## src/rtl/rambus_load_sched.sv

```systemverilog
// rambus_load_sched: round-robin scheduler sharing one AXI-read-to-RAM engine between
// the input-buffer and weight-buffer loaders, with gap enforcement and a watchdog.
module rambus_load_sched #(
  parameter int C_M_AXI_ADDR_WIDTH = 32,
  parameter int C_RAM_ADDR_WIDTH   = 10,
  parameter int C_GAP_CYCLES       = 2,
  parameter int C_TIMEOUT_WIDTH    = 16
) (
  input  logic                          I_clk,
  input  logic                          I_rst,
  input  logic [1:0]                    I_req,
  input  logic [C_M_AXI_ADDR_WIDTH-1:0] I_base_addr0,
  input  logic [C_RAM_ADDR_WIDTH-1:0]   I_len0,
  input  logic [C_M_AXI_ADDR_WIDTH-1:0] I_base_addr1,
  input  logic [C_RAM_ADDR_WIDTH-1:0]   I_len1,
  output logic [1:0]                    O_ack,
  output logic [1:0]                    O_done,
  output logic [1:0]                    O_err,
  output logic                          O_ap_start,
  input  logic                          I_ap_done,
  output logic [C_M_AXI_ADDR_WIDTH-1:0] O_base_addr,
  output logic [C_RAM_ADDR_WIDTH-1:0]   O_len,
  output logic                          O_ram_sel,
  output logic                          O_busy
);
  localparam logic [1:0] S_IDLE = 2'd0, S_GRANT = 2'd1, S_RUN = 2'd2, S_GAP = 2'd3;
  localparam int GW = $clog2(C_GAP_CYCLES + 1);
  localparam logic [GW-1:0] GAP_LAST = GW'(C_GAP_CYCLES - 1);
  logic [1:0] state;
  logic last;
  logic [C_TIMEOUT_WIDTH-1:0] wd, wd_nxt;
  logic [GW-1:0] gap;
  logic w;
  logic [1:0] sel_mask;
  always_comb begin
    w = &I_req ? ~last : I_req[1];
    wd_nxt = wd + C_TIMEOUT_WIDTH'(1);
    sel_mask = {O_ram_sel, ~O_ram_sel};
  end
  assign O_busy = state != S_IDLE;
  always_ff @(posedge I_clk) begin
    if (I_rst) begin
      state <= S_IDLE;
      last <= 1'b1;
      wd <= '0;
      gap <= '0;
      O_ack <= '0;
      O_done <= '0;
      O_err <= '0;
      O_ap_start <= 1'b0;
      O_base_addr <= '0;
      O_len <= '0;
      O_ram_sel <= 1'b0;
    end else begin
      O_ack <= '0;
      O_done <= '0;
      O_err <= '0;
      case (state)
        S_IDLE: if (|I_req) begin
          O_base_addr <= w ? I_base_addr1 : I_base_addr0;
          O_len <= w ? I_len1 : I_len0;
          O_ram_sel <= w;
          O_ack <= w ? 2'b10 : 2'b01;
          last <= w;
          state <= S_GRANT;
        end
        // a zero-length job must never start the engine: it would underflow len-1
        S_GRANT: if (O_len == '0) begin
          O_done <= sel_mask;
          gap <= '0;
          state <= S_GAP;
        end else begin
          O_ap_start <= 1'b1;
          wd <= '0;
          state <= S_RUN;
        end
        S_RUN: begin
          wd <= wd_nxt;
          if (I_ap_done || wd_nxt == '1) begin
            O_ap_start <= 1'b0;
            O_done <= sel_mask;
            O_err <= I_ap_done ? 2'b00 : sel_mask;
            gap <= '0;
            state <= S_GAP;
          end
        end
        default: if (gap == GAP_LAST) state <= S_IDLE; else gap <= gap + GW'(1);
      endcase
    end
  end
endmodule
```

## config.mk

```make
export PLATFORM = sky130hd
export DESIGN_NAME = rambus_load_sched
export DESIGN_NICKNAME = d
export VERILOG_FILES = /design/src/rtl/rambus_load_sched.sv
export SDC_FILE = /design/constraint.sdc
export NUM_CORES = 1
export LEC_CHECK = 0
export CORE_UTILIZATION = 45
export CTS_BUF_LIST = sky130_fd_sc_hd__clkbuf_2 sky130_fd_sc_hd__clkbuf_4 sky130_fd_sc_hd__clkbuf_8
export DETAILED_ROUTE_END_ITERATION = 12
export GPL_TIMING_DRIVEN = 0
export PLACE_DENSITY = 0.9
export SKIP_CTS_REPAIR_TIMING = 1
export SLEW_MARGIN = 5
export SYNTH_ARGS = -nofsm -noshare
export SYNTH_HDL_FRONTEND = slang
export SYNTH_SLANG_ARGS = --single-unit
```

## constraint.sdc

```tcl
create_clock -name I_clk -period 3 [get_ports I_clk]
set_input_delay 0.45 -clock I_clk [delete_from_list [all_inputs] [get_ports I_clk]]
set_output_delay 0.45 -clock I_clk [all_outputs]
set_load 0.005 [all_outputs]
```

==> flow_metrics.tcl <==
set metrics [dict create \
    layout_min_cycle_time_ps 2510 \
    synth_top_family_by_area "compound AO/OA/AOI/OAI gates" \
    finalWeightedCongestion 0.924 \
    critical_path_required_ps 3240 \
    vias_per_cell 5.62 \
    critPathArrivalTime_ps 2740 \
    firstDrtPassIters 5 \
    dp.cells 651 \
    start_kind "register" \
    drc 0 \
    wirelength_um 10600 \
    yosys.area.top_type_share_pct 39.7 \
    hold_class "register to register" \
    ys_types 50 \
    first_iter_violations 226 \
    ys_ff_latch 71 \
    synth_top_cell_by_area "dfxtp_1" \
    clkPwrFrac_pct 22.6 \
    die_h_um 91.2 \
    pin_count 140 \
    power_switching_w 0.00127 \
    cts_htree_levels 3 \
    crit_type "register to register" \
    synth_nets 506 \
    gr-usage-met1_pct 29.1 \
    timing.final.crit_share_pct 83.5 \
    crit_slowest_cell "dfxtp_1" \
    swShare_pct 33.7 \
    ant_nets 0 \
    cpPeakStageDelay_ps 560 \
    synthXorXnorAreaFrac_pct 0.245 \
    cts_buffer_depth 2 \
    cts_root_buf "clkbuf_8" \
    use_met3_pct 5.86 \
    cts.reportedPaths.clkPinSlew_ps 80 \
    synth_common_cells "dfxtp_1 (71), nor2_1 (64), a211oi_1 (44), mux2i_1 (44), clkbuf_1 (22)" \
    gr-total-overflow 0 \
    slew_violations 0 \
    synth_compound_area_share_pct 20.6 \
    grt_pass1_vias 3548 \
    die_area_mm2 0.00832 \
    p_int_w 0.00249 \
    clkSinkCount 71 \
    async_flop_share_pct 0 \
    p_leak_nw 1.95 \
    vias 3744 \
    cts_buffers 9 \
    initial_utilization_pct 46.3 \
    setup_viol 0 \
    p_per_area_mw_per_mm2 707 \
    placed_area_mm2 0.00510 \
    wl_per_cell_um 15.9 \
    endpoint_kind "register" \
    worstSkewPairLatency_ps 350 \
    whs_ps 501 \
    tritoncts "yes" \
    syn_to_final_growth_pct 48.5 \
    worst_slew_margin_rel_pct 52.7 \
    vdd_drop_max_mv 0.388 \
    die_x_um 91.2 \
    synthMuxAreaShare_pct 13.1 \
    yosysWarnings 0 \
    cp_max_fo 10 \
    port_buffers 139 \
    use_met2_pct 44.7 \
    hold_violations 0 \
    num_rows 32 \
    max_freq_mhz 399 \
    fin_setup_tns_ps 0 \
    rsz0062_at_grt "no" \
    place_ws_ps 467 \
    grt_pass1_wl_um 16800 \
    synthSimpleGateAreaFrac_pct 19.8 \
    nets 656 \
    syn_area_mm2 0.00358 \
    avgSynthCellArea_um2 8.73 \
    synth_most_common_cell "dfxtp_1" \
    pwr-share-comb_pct 41.2 \
    core_mm2 0.00773 \
    antenna_found_initial 0 \
    drive_gt1_share_pct 5.32 \
    globalRoute.busiestLayer "met2" \
    fin_worst_skew_ps 5.54 \
    ys_seq_area_share_pct 39.7 \
    stdcell_count 666 \
    status "finished, final reports clean" \
    antenna_cells 0 \
    tightest_slew_ps 702 \
    synthFlopType "dfxtp_1" \
    cap_violations 0 \
    synth_area_leaders "dfxtp_1 (40%), mux2i_1 (12%), a211oi_1 (9.2%), nor2_1 (6.7%), ha_1 (2.4%)" \
    cp_cell_sequence "ha_1 > a21oi_1 > o41ai_1 > o211ai_1 > and2_1 > a22oi_2 > mux2_4" \
    groute.usage.overall_pct 25.5 \
    yosys.area_share.adder_pct 2.45 \
    final_cell_area_mm2 0.00532 \
    netlist_instances 410 \
    reg2reg_slack_ps 490 \
    dp_hpwl_um 8290 \
    layout_setup_ws_ps 495 \
    synth_edf_count 0 \
    p_seq_share_pct 36.1 \
    grt_max_degree 13 \
]
[worst paths after layout]
kind	cells after the start	startpoint	end
worst max register to register	7	wd[1]	gap[0]
worst min-delay path	2	O_base_addr[26]	O_base_addr[26]
worst min register to register	2	O_base_addr[26]	O_base_addr[26]
worst max-delay path	7	wd[1]	gap[0]
[state kept, by name (all words and copies together) (netlist names)]
| signal | count |
|---|---|
| last | 1 |
| O_ram_sel | 1 |
| O_done | 2 |
| state | 2 |
| O_len | 10 |
| gap | 2 |
| O_ack | 2 |
| O_base_addr | 32 |
| O_err | 2 |
| wd | 16 |
| O_ap_start | 1 |
[cells by family after synthesis]
family	after synthesis
muxes	46
and+or+nand+nor	141
DFF	71
adders and majority gates	7
buffers and inverters	37
AOI/OAI and AO/OA	107
xor gates and xnor gates	1
[worst max-delay path, delay by kind of cell, from the launching register on]
kind | cells | cell delay, ps
compound gates | 4 | 900
flops | 1 | 560
fa+ha+maj | 1 | 380
mux | 1 | 320
simple gates | 1 | 220
[power groups by stage]
stage / sequential [W] / clock [W] / combinational, W
final: 0.00136 / 0.000851 / 0.00155
after global routing: 0.00139 / 0.000893 / 0.00168
after CTS: 0.00136 / 0.000853 / 0.00155
after detailed placement: 0.00137 / 0 / 0.00154
after global placement: 0.00136 / 0 / 0.00149
after floorplan: 0.00137 / 0 / 0.000720
[per-layer routing]
metal / vias up / share of wire (%)
li1: 1810 / -
met1: 1738 / 40
met2: 163 / 49
met3: 33 / 6.3
met4: 0 / 3.9
met5: - / 0
[placed cells by master, fill, tap and decap left out, drive strengths merged, types with 9 or more instances in the layout]
cell type / synthesis / routed
clkbuf: 22 / 32
o21ai: 20 / 20
clkdlybuf4s50: 0 / 139
inv: 8 / 9
nand3: 12 / 12
nand2: 18 / 18
mux2i: 44 / 44
dfxtp: 71 / 71
nor2: 64 / 64
a211oi: 44 / 44
a21oi: 16 / 16
[stage by stage]
| step | utilization (%) | power [W] |
|---|---|---|
| floorplan | - | 0.00209 |
| global placement | 66.0 | 0.00285 |
| detailed placement | 66.0 | 0.00291 |
| CTS | 68.8 | 0.00376 |
| global route | 68.8 | 0.00396 |
| finish | 68.8 | 0.00376 |
[area by class of cell]
cell class | instances | area, um^2
buffer | 29 | 115
clock buffer | 10 | 138
multi-input combinational | 302 | 2010
clock inverter | 5 | 81.3
sequential | 71 | 1420
inverter | 8 | 30.0
tap | 102 | 128
fill | 560 | 2410
timing repair buffer | 139 | 1390
(Power assumes the default switching activity.)
